<file path="src/rtl/ustack_pkg.sv">
// Shared types and defaults for the microcode address stack controller.
package ustack_pkg;

    localparam int USTACK_AW = 11;
    localparam logic [USTACK_AW-1:0] USTACK_IRQ_VECTOR = 11'h7F0;

    typedef enum logic [2:0] {
        IDLE,
        PUSH,
        POP,
        RDATA,
        IPUSH,
        VEC,
        ERR
    } state_t;

endpackage

</file>
<file path="src/rtl/ustack_depth_ctr.sv">
// Saturating up/down entry counter for the microcode address stack.
module ustack_depth_ctr
    import ustack_pkg::*;
#(
    parameter int DEPTH = 8,
    parameter int DW    = $clog2(DEPTH + 1)
) (
    input  logic          clk,
    input  logic          clear,
    input  logic          inc,
    input  logic          dec,
    output logic [DW-1:0] depth,
    output logic          full,
    output logic          empty
);

    logic [DW-1:0] count;

    // Simultaneous inc and dec cancel; each direction holds at its limit.
    always_ff @(posedge clk) begin
        if (clear) begin
            count <= '0;
        end else if (inc && !dec && !full) begin
            count <= count + DW'(1);
        end else if (dec && !inc && !empty) begin
            count <= count - DW'(1);
        end
    end

    assign depth = count;
    assign full  = (count == DW'(DEPTH));
    assign empty = (count == '0);

endmodule

</file>
<file path="src/rtl/ustack_sequencer.sv">
// Call/return/interrupt sequencer driving the microcode address stack strobes.
// Build option: define USTACK_WRAP_EN to let a push while full overwrite the oldest entry.
module ustack_sequencer
    import ustack_pkg::*;
#(
    parameter int              DEPTH      = 8,
    parameter int              AW         = USTACK_AW,
    parameter logic [AW-1:0]   IRQ_VECTOR = AW'(USTACK_IRQ_VECTOR)
) (
    input  logic                         clk,
    input  logic                         clear,
    input  logic                         call_req,
    input  logic                         ret_req,
    input  logic                         irq_req,
    input  logic [AW-1:0]                pc,
    input  logic [AW-1:0]                operand,
    input  logic [AW-1:0]                stk_top,
    output logic                         ack,
    output logic                         stk_enable,
    output logic                         stk_select,
    output logic                         stk_pop,
    output logic                         stk_clear,
    output logic [AW-1:0]                next_pc,
    output logic                         next_pc_valid,
    output logic [$clog2(DEPTH+1)-1:0]   depth,
    output logic                         full,
    output logic                         empty,
    output logic                         ovf_err,
    output logic                         unf_err,
    output logic                         busy
);

    state_t        state, state_nxt;
    logic [AW-1:0] target_q, target_nxt;
    logic          enable_nxt, pop_nxt, valid_nxt;
    logic          ovf_set, unf_set, inc, dec;
    logic          push_blocked;
    logic          unused_pc;

    // The PC reaches the stack data input directly through stk_select.
    assign unused_pc = ^pc;

`ifdef USTACK_WRAP_EN
    assign push_blocked = 1'b0;
`else
    assign push_blocked = full;
`endif

    ustack_depth_ctr #(
        .DEPTH (DEPTH)
    ) u_depth_ctr (
        .clk   (clk),
        .clear (clear),
        .inc   (inc),
        .dec   (dec),
        .depth (depth),
        .full  (full),
        .empty (empty)
    );

    // NOTE: every output of this block gets a default first, so no path can infer a latch.
    always_comb begin
        state_nxt  = state;
        target_nxt = target_q;
        enable_nxt = 1'b0;
        pop_nxt    = 1'b0;
        valid_nxt  = 1'b0;
        ovf_set    = 1'b0;
        unf_set    = 1'b0;
        inc        = 1'b0;
        dec        = 1'b0;
        ack        = 1'b0;
        case (state)
            IDLE: begin
                // ack is decoded in the accept cycle so the redirect can follow one cycle later.
                if (!clear) begin
                    if (irq_req) begin
                        ack     = 1'b1;
                        ovf_set = full;
                        if (push_blocked) begin
                            state_nxt = ERR;
                        end else begin
                            state_nxt  = IPUSH;
                            enable_nxt = 1'b1;
                            inc        = 1'b1;
                        end
                    end else if (ret_req) begin
                        ack = 1'b1;
                        if (empty) begin
                            unf_set   = 1'b1;
                            state_nxt = ERR;
                        end else begin
                            state_nxt = POP;
                            pop_nxt   = 1'b1;
                            dec       = 1'b1;
                        end
                    end else if (call_req) begin
                        ack     = 1'b1;
                        ovf_set = full;
                        if (push_blocked) begin
                            state_nxt = ERR;
                        end else begin
                            state_nxt  = PUSH;
                            enable_nxt = 1'b1;
                            inc        = 1'b1;
                            valid_nxt  = 1'b1;
                            target_nxt = operand;
                        end
                    end
                end
            end
            PUSH: state_nxt = IDLE;
            IPUSH: begin
                state_nxt  = VEC;
                valid_nxt  = 1'b1;
                target_nxt = IRQ_VECTOR;
            end
            POP: begin
                state_nxt = RDATA;
                valid_nxt = 1'b1;
            end
            RDATA: begin
                state_nxt  = IDLE;
                target_nxt = stk_top;
            end
            ERR:     state_nxt = ERR;
            default: state_nxt = IDLE;
        endcase
    end

    // NOTE: sequential state uses non-blocking assignments so all flops update from pre-edge values.
    always_ff @(posedge clk) begin
        if (clear) begin
            state         <= IDLE;
            target_q      <= '0;
            stk_enable    <= 1'b0;
            stk_select    <= 1'b0;
            stk_pop       <= 1'b0;
            next_pc_valid <= 1'b0;
            ovf_err       <= 1'b0;
            unf_err       <= 1'b0;
            stk_clear     <= 1'b1;
        end else begin
            state         <= state_nxt;
            target_q      <= target_nxt;
            stk_enable    <= enable_nxt;
            stk_select    <= enable_nxt;
            stk_pop       <= pop_nxt;
            next_pc_valid <= valid_nxt;
            ovf_err       <= ovf_err | ovf_set;
            unf_err       <= unf_err | unf_set;
            stk_clear     <= 1'b0;
        end
    end

    // The popped address is only valid during RDATA, so it bypasses the target register.
    assign next_pc = (state == RDATA) ? stk_top : target_q;
    assign busy    = (state != IDLE);

endmodule

</file>
<file path="config.mk">
export PLATFORM = sky130hd
export DESIGN_NAME = ustack_sequencer
export DESIGN_NICKNAME = d
export VERILOG_FILES = /design/src/rtl/ustack_pkg.sv /design/src/rtl/ustack_depth_ctr.sv /design/src/rtl/ustack_sequencer.sv
export SDC_FILE = /design/constraint.sdc
export NUM_CORES = 1
export LEC_CHECK = 0
export ABC_CLOCK_PERIOD_IN_PS = 3150
export CORE_ASPECT_RATIO = 0.75
export CORE_MARGIN = 2
export CORE_UTILIZATION = 30
export CTS_CLUSTER_DIAMETER = 80
export DETAILED_ROUTE_END_ITERATION = 10
export PLACE_DENSITY = 0.65
export SLEW_MARGIN = 20
export SYNTH_ARGS = -nofsm -noshare
export SYNTH_HDL_FRONTEND = slang
export SYNTH_SLANG_ARGS = --single-unit
</file>
<file path="constraint.sdc">
create_clock -name clk -period 3.15 [get_ports clk]
set_clock_uncertainty 0.2 [all_clocks]
set_input_delay 0.4725 -clock clk [delete_from_list [all_inputs] [get_ports clk]]
set_output_delay 0.4725 -clock clk [all_outputs]
set_load 0.02 [all_outputs]
</file>
==> flow_metrics.py <==
metrics = {
    "run_status": {
        "outcome": "finished clean",
    },
    "synth": {
        "ys.flop_type": "dfxtp_1",
        "ys_ff_latch": 24,
        "synthCells": 148,
        "synth_nets": 189,
        "synth_area_leaders": "dfxtp_1 (35%), mux2_2 (9.8%), nor2_1 (7.3%), o221a_2 (5.7%), a2111oi_0 (3.8%)",
        "ys_warn_count": 0,
        "syn_avg_cell_area_um2": 9.359,
        "synth_area_leader_cell": "dfxtp_1",
        "synth.distinct_cells": 37,
        "seq_area_frac_synth_pct": 34.69,
        "synth_edf_count": 0,
        "syn_area_um2": 1385,
        "synth.top_cell.area_share_pct": 34.69,
        "ys_async_sr_fraction_pct": 0,
    },
    "clock_tree": {
        "clock_sinks": 24,
        "cts_hold_buffers": 0,
        "cts_buffer_depth": 2,
        "post_cts_buffers": 0,
        "cts.clk_slew.worst_paths_ns": 0.09,
        "cts_max_level": 1,
        "post_cts_resized": 0,
        "clock_latency_ns": 0.27,
        "numCtsBuffers": 3,
        "cts-root-buf": "clkbuf_8",
        "cts_tree": "built",
    },
    "power_and_ir_drop": {
        "p_leak_nw": 0.8124,
        "power.total_mw": 1.609,
        "p_switching_uw": 627.6,
        "ir_drop_mv": 0.4073,
        "p_per_area_nw_per_um2": 771.2,
        "swShare_pct": 39.02,
        "p_int_uw": 980.9,
        "pwr-share-clk_pct": 13.1,
        "sequentialPowerShare_pct": 28.5,
        "p_comb_share_pct": 58.4,
    },
    "hold_path": {
        "hold_end": "ovf_err",
        "min_delay_path_depth": 2,
        "min-delay-start": "ovf_err",
        "hold_class": "reg -> reg",
    },
    "worst_setup_path": {
        "critical_path_class": "in -> reg",
        "timing.rr.start": "u_depth_ctr.depth[3]",
        "cp.required_ns": 3.12,
        "worstSetupEndpointType": "register",
        "worstReg2RegEnd": "u_depth_ctr.depth[3]",
        "arrival_ns": 2.87,
        "crit_fanout": 3,
        "reg2reg_slack_ns": 0.38,
        "start_kind": "input port",
        "rr_worst_depth": 9,
    },
    "drt": {
        "first_iter_violations": 18,
        "vias_per_cell": 4.898,
        "drc": 0,
        "dr.pass1.iters": 4,
        "num_vias": 1298,
        "wl_um": 3520,
        "ant_nets": 0,
        "avgRoutedWirePerCell_um": 13.28,
    },
    "floorplan": {
        "rows": 21,
        "core_area_um2": 4441,
        "dieWidth_um": 82.46,
        "initial_core_util_pct": 31.19,
        "num_io_pins": 64,
        "die_area_um2": 5182,
        "dieHeight_um": 62.85,
    },
    "final_layout": {
        "layout.cells.non_filler": 265,
        "nets": 250,
        "drive_gt1_share_pct": 21.63,
        "synthToLayoutAreaGrowth_pct": 50.59,
        "diodes": 0,
    },
    "placement": {
        "place_inst": 261,
        "hpwl_um": 2608,
        "place_ws_ns": 0.02472,
        "globalplace.congestion": 0.7205,
        "portBuffers": 52,
    },
    "sta": {
        "whs_ns": 0.2941,
        "period_needed_ns": 2.898,
        "timing.final.hold_violations": 0,
        "tightest_slew_ns": 0.4298,
        "grt_setup_unrepaired": "false",
        "setup_ws_ns": 0.2519,
        "slew_headroom_pct": 70.60,
        "max_freq_mhz": 345.1,
        "slew_viol_final": 0,
        "finalSetupViolations": 0,
        "tns_ns": 0,
        "period_share_pct": 92.00,
    },
    "grt": {
        "antenna_found_initial": 0,
        "grt_first_pass_wirelength_um": 5899,
        "grt_max_degree": 28,
        "grt_overflow_total": 0,
        "grt_usage_pct": 14.39,
        "grt_pass1_vias": 1224,
    },
    "flow_run": {
        "cap_violations": 0,
    },
}
==> power groups by stage <==
stage / Combinational [mW] / Clock [mW] / Sequential, mW
CTS: 0.946 / 0.220 / 0.458
finish: 0.940 / 0.210 / 0.458
global placement: 0.933 / 0 / 0.463
floorplan: 0.508 / 0 / 0.505
global route: 1.02 / 0.233 / 0.474
detailed placement: 0.942 / 0 / 0.464
==> cell usage in the layout, fill, tap and decap left out <==
cell type / count
clkdlybuf4s50_1: 52
nor2_1: 27
dfxtp_1: 24
buf_4: 14
mux2_2: 12
a21oi_1: 10
o221a_2: 7
nor2b_1: 6
a2111oi_0: 6
nor3_1: 5
nand2b_1: 4
o21ai_0: 4
mux2_1: 4
clkbuf_8: 4
mux2i_1: 3
a211oi_1: 3
inv_2: 2
nor4_1: 2
inv_1: 2
ha_1: 2
nor3_2: 1
or4b_4: 1
nand3b_1: 1
a2111oi_4: 1
a31oi_4: 1
o31ai_2: 1
xnor2_1: 1
o21ai_2: 1
or2b_1: 1
a211o_1: 1
nand3_1: 1
a21o_1: 1
or4b_1: 1
o311ai_0: 1
fa_1: 1
==> flip-flops by register name, indices dropped and copies added, names as in the netlist <==
name,flops
next_pc_valid,1
ovf_err,1
state,3
stk_clear,1
stk_pop,1
stk_select,1
target_q,11
u_depth_ctr.depth,4
unf_err,1
==> area by class of cell <==
type	instances	area, um2
Sequential cell	24	480.5
Tap cell	57	71.32
Inverter	4	15.01
Clock buffer	4	55.05
Timing Repair Buffer	66	625.6
Fill cell	429	2355
Multi-Input combinational cell	110	838.3
==> cell usage after synthesis, drive strengths merged, types with 2 or more instances <==
master and count:
nor2 27, dfxtp 24, mux2 16, a21oi 10
a2111oi 7, o221a 7, nor2b 6, nor3 6
buf 5, clkbuf 5, o21ai 5, inv 4
nand2b 4, a211oi 3, mux2i 3, ha 2
nor4 2, or4b 2
==> cells by family (layout without fill, tap and decap cells) <==
family	Yosys count	after routing	share of synthesized area, %
flops	24	24	34.69
mux	19	19	15.18
fa+ha+maj	3	3	3.252
simple gates	50	50	18.43
buf+inv	14	74	4.788
xor+xnor	1	1	0.6325
compound gates	37	37	23.04
==> per-layer routing <==
layer,global-route usage [%],share of wire [%],up-vias
li1,-,-,669
met1,20.93,51,593
met2,20.77,42,34
met3,4.624,6.9,2
met4,2.500,0.34,0
met5,0,0,-
==> worst max-delay path, cell delays in order <==
cell,delay [ns]
clkdlybuf4s50_1,0.44
nand2b_1,0.23
a2111oi_4,0.39
inv_1,0.14
ha_1,0.29
a21o_1,0.20
a2111oi_0,0.46
mux2i_1,0.14
o311ai_0,0.10
==> worst max path at each step <==
stage                          from              endpoint  slack, ns
2_1_floorplan  u_depth_ctr.depth[0]  u_depth_ctr.depth[3]       0.49
3_3_place_gp                ret_req  u_depth_ctr.depth[3]       0.07
3_5_place_dp                ret_req  u_depth_ctr.depth[3]       0.02
4_1_cts                     ret_req  u_depth_ctr.depth[3]       0.31
5_1_grt                     ret_req  u_depth_ctr.depth[3]       0.11
6_report                    ret_req  u_depth_ctr.depth[3]       0.25
==> stage by stage <==
step	instance area, um2	utilization (%)
floorplan	1385	-
global placement	2031	45.73
detailed placement	2031	45.73
CTS	2086	46.97
global route	2086	46.97
finish	2086	46.97
Note: power is estimated with default switching activity, not from simulation.
==> patch 1: new RTL, same flow settings <==
`DEPTH` is set to 8 in 2 places; all go to 32.
--- a/src/rtl/ustack_depth_ctr.sv
+++ b/src/rtl/ustack_depth_ctr.sv
@@ -2,7 +2,7 @@
 module ustack_depth_ctr
     import ustack_pkg::*;
 #(
-    parameter int DEPTH = 8,
+    parameter int DEPTH = 32,
     parameter int DW    = $clog2(DEPTH + 1)
 ) (
     input  logic          clk,
--- a/src/rtl/ustack_sequencer.sv
+++ b/src/rtl/ustack_sequencer.sv
@@ -3,7 +3,7 @@
 module ustack_sequencer
     import ustack_pkg::*;
 #(
-    parameter int              DEPTH      = 8,
+    parameter int              DEPTH      = 32,
     parameter int              AW         = USTACK_AW,
     parameter logic [AW-1:0]   IRQ_VECTOR = AW'(USTACK_IRQ_VECTOR)
 ) (
Ports: changed (resized depth); port bits go from 64 to 66. No check against the original RTL was run, so the function may have changed too.
==> patch 1 against the unedited design <==
  * Fmax increased by 0.17%
  * Sequential cell count increased by 2
  * Total power increased by 21%
  * Largest cell class unchanged
  * Global-route usage decreased by 0.67 points
  * Critical path type unchanged
  * Setup slack improved by 0.0050 ns
  * Synthesized area increased by 15%
  * Critical path depth increased by 1
  * Count of clock-buffer cells in the layout decreased by 1
  * Die area increased by 14%
  * Final area increased by 11%
  * Sequential power increased by 10%
  * Routed wire length increased by 9.3%
==> patch 1: results (changes against the unedited design) <==
Finish
  • Clock buffers: 3 (-1)
  • Fin cells: 307 (+16%)
  • Post-route cell area: 2320 sq um (+11%)
  • Share of layout cells above drive strength 1: 0.157 (-0.0589)
  • Sequential share of cell area: 0.224 (-0.00597)
  • Nets: 279 (+12%)
  • Multi-input combinational area share: 0.410 (+0.00801)
  • Ant diodes: 0 (unchanged)
  • Invs w/o clock: 15 (+11)
  • Layout non-clock buf frac: 0.272 (-0.0281)
  • ClkCell Share: 0.0307 (+0.00435)
  • # fillers: 511 (+19%)
  • Multi-In Gates: 124 (+13%)

Power and ir drop
  • Top pwr grp: combinational logic
  • Switching Fraction: 0.391 (+0.00117)
  • Gate power share: 0.595 (+0.011)
  • Clock Power Share: 0.144 (+0.013)
  • Leak: 0.984 nW (+21%)
  • Tot Pwr: 1.95 mW (+21%)
  • VDD IR max: 0.547 mV (+34%)

Synthesis
  • Syn. warnings: 0 (unchanged)
  • Post-synth top area share: 0.326 (-0.0206)
  • Mapped cell area: 1600 sq um (+15%)
  • #FFs+latches synth: 26 (+8.3%)
  • Syn_nets: 218 (+15%)
  • Register area share after synthesis: 0.326 (-0.0206)
  • Syn Area/Cell: 9.12 sq um (-2.6%)
  • Synth cell types: 40 (+8.1%)
  • Synth Flop Type: dfxtp_1
  • Synth top cells by count: 26 x dfxtp_1, 22 x nor2_1, 15 x inv_1, 14 x mux2i_1, 11 x mux2_2
  • Synth top area cells: dfxtp_1 33%, mux2i_1 8.8%, mux2_2 7.8%

Worst setup path
  • WP data arrival: 2.89 ns (+0.02 ns)
  • Slowest CP cell: clkdlybuf4s50_1
  • Max stage delay on crit path: 0.47 ns
  • CP Max Fanout: 4 (+1)

Clocking
  • Later-pin clock latency in the skew report: 0.27 ns (about the same)
  • Clock Path Buffers: 2 (unchanged)
  • Clock slew at reported path FFs: 0.10 ns
  • H-Tree Depth: 1 (unchanged)

Place
  • Pre-CTS setup slack: -0.0331 ns (-0.0578 ns)
  • Post-DP Area: 2240 sq um (+10%)
  • Routability cong.: 0.848 (+18%)
  • DP HPWL: 2870 um (+10%)
  • Port bufs: 54 (+3.8%)
  • Placed cells: 303 (+16%)

Global routing
  • M1 GR Usage: 0.182 (-0.0275)
  • Total GRT Usage: 0.137 (-0.00668)
  • Met3 usage: 0.0428 (-0.00346)
  • Met2 usage: 0.225 (+0.0170)
  • GRT overflow: 0 (unchanged)
  • First-pass GRT wire length: 6370 um (+8.0%)
  • Initial antenna violation count: 0 (unchanged)
  • Vias in the first global route: 1,383 (+13%)

Detailed routing
  • Starting DRC count in detailed routing: 38 (+20)
  • Via count: 1,462 (+13%)
  • WL/cell: 12.5 um (-5.6%)
  • Drt first pass iters: 4 (unchanged)

Run status
  • Status: finished, final reports clean

STA
  • Relative slew slack: 0.641 (-0.0655)
## patch 1: cell types whose count changed after synthesis, moves of 5 or more
| cell | delta |
|---|---|
| o221a_2 | -7 |
| nor2_1 | -5 |
| mux2i_1 | +11 |
| inv_1 | +13 |
| a2111oi_0 | -6 |
| a221oi_1 | +7 |
## patch 1: path summary, 6_finish.rpt
check	from	to	slack (ns)	cells after the start
worst max-delay path	call_req	u_depth_ctr.depth[5]$_SDFFE_PP0P_	0.26	10
worst min-delay path	target_q[7]$_SDFFE_PP0P_	target_q[7]$_SDFFE_PP0P_	0.27	2
worst max register to register	state[1]$_SDFFE_PP0P_	u_depth_ctr.depth[5]$_SDFFE_PP0P_	0.46	9
worst min register to register	target_q[7]$_SDFFE_PP0P_	target_q[7]$_SDFFE_PP0P_	0.27	2
## patch 1: repair_timing
| action | CTS | global route |
|---|---|---|
| resized for setup | 0 | 1 |
| buffers inserted | 0 | 0 |
| endpoints found under the setup margin | 0 | 1 |
## patch 1: critical path: cells and delay by family
kind | cells | cell delay, ns
simple gates | 4 | 0.95
compound gates | 4 | 0.66
buf+inv | 1 | 0.47
fa+ha+maj | 1 | 0.34
## patch 1: cells by family (layout without fill, tap and decap cells)
logic type               after synthesis  after routing  share of synthesized area
adder cells (fa/ha/maj)                5              5                     0.0439
XOR/XNOR                               4              4                     0.0220
AND/OR/NAND/NOR                       52             52                      0.185
multiplexers                          25             25                      0.165
flip-flops                            26             26                      0.326
AO/OA/AOI/OAI                         38             38                      0.176
buffers and inverters                 25             85                     0.0808
## patch 1: per-layer routing
metal,vias to the layer above,share of wire
met5,-,0
met4,0,0.0073
met3,2,0.071
met2,42,0.45
met1,674,0.47
li1,744,-
==> patch 2: new RTL, config.mk and constraints unchanged <==
Made on the original files. Put one more register stage on the output `ovf_err`, without a reset. The value now appears one clock later. The other outputs are not delayed to match.
--- a/src/rtl/ustack_sequencer.sv
+++ b/src/rtl/ustack_sequencer.sv
@@ -29,6 +29,8 @@
     output logic                         unf_err,
     output logic                         busy
 );
+
+    logic ovf_err_s0;
 
     state_t        state, state_nxt;
     logic [AW-1:0] target_q, target_nxt;
@@ -137,7 +139,7 @@
             stk_select    <= 1'b0;
             stk_pop       <= 1'b0;
             next_pc_valid <= 1'b0;
-            ovf_err       <= 1'b0;
+            ovf_err_s0    <= 1'b0;
             unf_err       <= 1'b0;
             stk_clear     <= 1'b1;
         end else begin
@@ -147,7 +149,7 @@
             stk_select    <= enable_nxt;
             stk_pop       <= pop_nxt;
             next_pc_valid <= valid_nxt;
-            ovf_err       <= ovf_err | ovf_set;
+            ovf_err_s0    <= ovf_err_s0 | ovf_set;
             unf_err       <= unf_err | unf_set;
             stk_clear     <= 1'b0;
         end
@@ -157,5 +159,9 @@
     assign next_pc = (state == RDATA) ? stk_top : target_q;
     assign busy    = (state != IDLE);
 
+    always_ff @(posedge clk) begin
+        ovf_err <= ovf_err_s0;
+    end
+
 endmodule
 
Formal check against the unedited RTL: no difference found for any inputs over 10 cycles, from zero or initial values; that may be too few to reach the edited logic, so the function may still have changed.
==> patch 2 against the unedited design <==
  * Routed wire length fell by 4.3%
  * Synthesized cell count rose by 2.7%
  * Total power fell by 12%
  * Sequential cell count rose by 1
  * Synthesized area fell by 0.81%
  * Core utilization fell by 0.87 points
  * Final area fell by 1.9%
  * Combinational power fell by 19%
  * Critical path type unchanged
  * Setup slack got worse by 0.0099 ns
==> patch 2: results (changes against the unedited design) <==
Detailed routing
  • Via count: 1,297 (-0.077%)
  • Drt first pass iters: 4 (unchanged)
  • Starting DRC count in detailed routing: 70 (+52)
  • Detailed-route wire length: 3370 um (-4.3%)
  • WL/cell: 12.7 um (-4.3%)

Power and ir drop
  • Leak: 0.787 nW (-3.1%)
  • VDD IR max: 0.381 mV (-6.4%)
  • Switching Fraction: 0.383 (-0.00739)

Global routing
  • Pin count of the biggest net entering global routing: 26 (-7.1%)
  • First-pass GRT wire length: 5600 um (-5.0%)
  • Vias in the first global route: 1,213 (-0.90%)
  • Total GRT Usage: 0.138 (-0.00598)

Worst setup path
  • Worst setup path end: u_depth_ctr.depth[3]$_SDFFE_PP0P_
  • R2r setup slk: 0.32 ns (-0.06 ns)
  • Slowest CP cell: or4_4
  • WP data arrival: 2.89 ns (+0.02 ns)
  • Reg2Reg Depth: 8 (-1)
  • Critical path launch point: clear
  • Reg2Reg Launch Point: state[1]$_SDFFE_PP0P_

Finish
  • Ant diodes: 0 (unchanged)
  • Share of layout cells above drive strength 1: 0.144 (-0.0721)
  • # fillers: 440 (+2.6%)

Clocking
  • Clock slew at reported path FFs: 0.09 ns (about the same)
  • Later-pin clock latency in the skew report: 0.27 ns (about the same)
  • Num CTS Buffers: 3 (unchanged)
  • CTS root buf: clkbuf_8
  • H-Tree Depth: 1 (unchanged)

Worst hold path
  • Min-Delay Endpoint: ovf_err$_DFF_P_
  • Hold Crit Depth: 0 (-2)
  • Hold Startpoint: ovf_err_s0$_SDFF_PP0_

Synthesis
  • Synth top area cells: dfxtp_1 36%, mux2_2 9.0%, nor2_1 7.9%
  • Synth top cells by count: 29 x nor2_1, 25 x dfxtp_1, 11 x mux2_2, 9 x a21oi_1
  • Synth async-reset ratio: 0 (unchanged)
  • Syn_nets: 193 (+2.1%)
  • Register area share after synthesis: 0.364 (+0.0174)
  • Syn Area/Cell: 9.04 sq um (-3.4%)
  • Synth cell types: 39 (+5.4%)

Run status
  • Status: finished, final reports clean

Place
  • Routability cong.: 0.762 (+5.8%)
  • DP HPWL: 2560 um (-1.9%)

STA
  • Relative slew slack: 0.653 (-0.0528)
  • Fin Hold WS: 0.160 ns (-0.134 ns)
patch 2: changes by cell type after synthesis, sizes merged, moves of 4 or more:
cell,delta
mux2,-4
mux2i,+4
nand2,+4
nor2b,-4
or4,+5
patch 2: stage by stage:
stage	setup slack, ns	area [sq um]	TNS, ns
2_1_floorplan	0.494	1370	0
3_3_place_gp	0.0403	2000	0
3_5_place_dp	-0.0359	2000	-0.0359
4_1_cts	0.242	2050	0
5_1_grt	0.0221	2050	0
6_report	0.242	2050	0
patch 2: kinds of logic after synthesis:
group / share of synthesized area
DFF: 0.364
muxes: 0.149
adders and majority gates: 0.0328
and+or+nand+nor: 0.209
buffers and inverters: 0.0464
xor gates and xnor gates: 0.00638
AOI/OAI and AO/OA: 0.191
patch 2: power by group through the flow:
stage                     registers [mW]  clock network [mW]  logic, mW
after floorplan                    0.490                   0      0.424
after global placement             0.478                   0      0.756
after detailed placement           0.476                   0      0.762
after CTS                          0.470               0.200      0.765
after global routing               0.484               0.211      0.824
final                              0.470               0.191      0.758
patch 2: critical path: cells and delay by family:
kind,cells,cell delay [ns]
AOI/OAI and AO/OA,4,1.00
adders and majority gates,1,0.28
buffers and inverters,2,0.54
and+or+nand+nor,1,0.46
muxes,1,0.13
patch 2: final cells by class:
class	count	area [sq um]	share of cell area
clock buffers	3	41.3	0.0202
clock inverters	1	5.00	0.00244
inverters	5	18.8	0.00917
multi-input cells	112	815	0.398
flip-flops and latches	25	500	0.244
well taps	57	71.3	0.0348
repair buffers	62	596	0.291
patch 2: routing by layer:
layer | GRT usage | up-vias | routed length [um]
met5 | 0 | - | 0
met4 | 0.0375 | 0 | 36
met3 | 0.0332 | 2 | 172
met2 | 0.194 | 29 | 1460
met1 | 0.208 | 592 | 1700
li1 | - | 674 | -
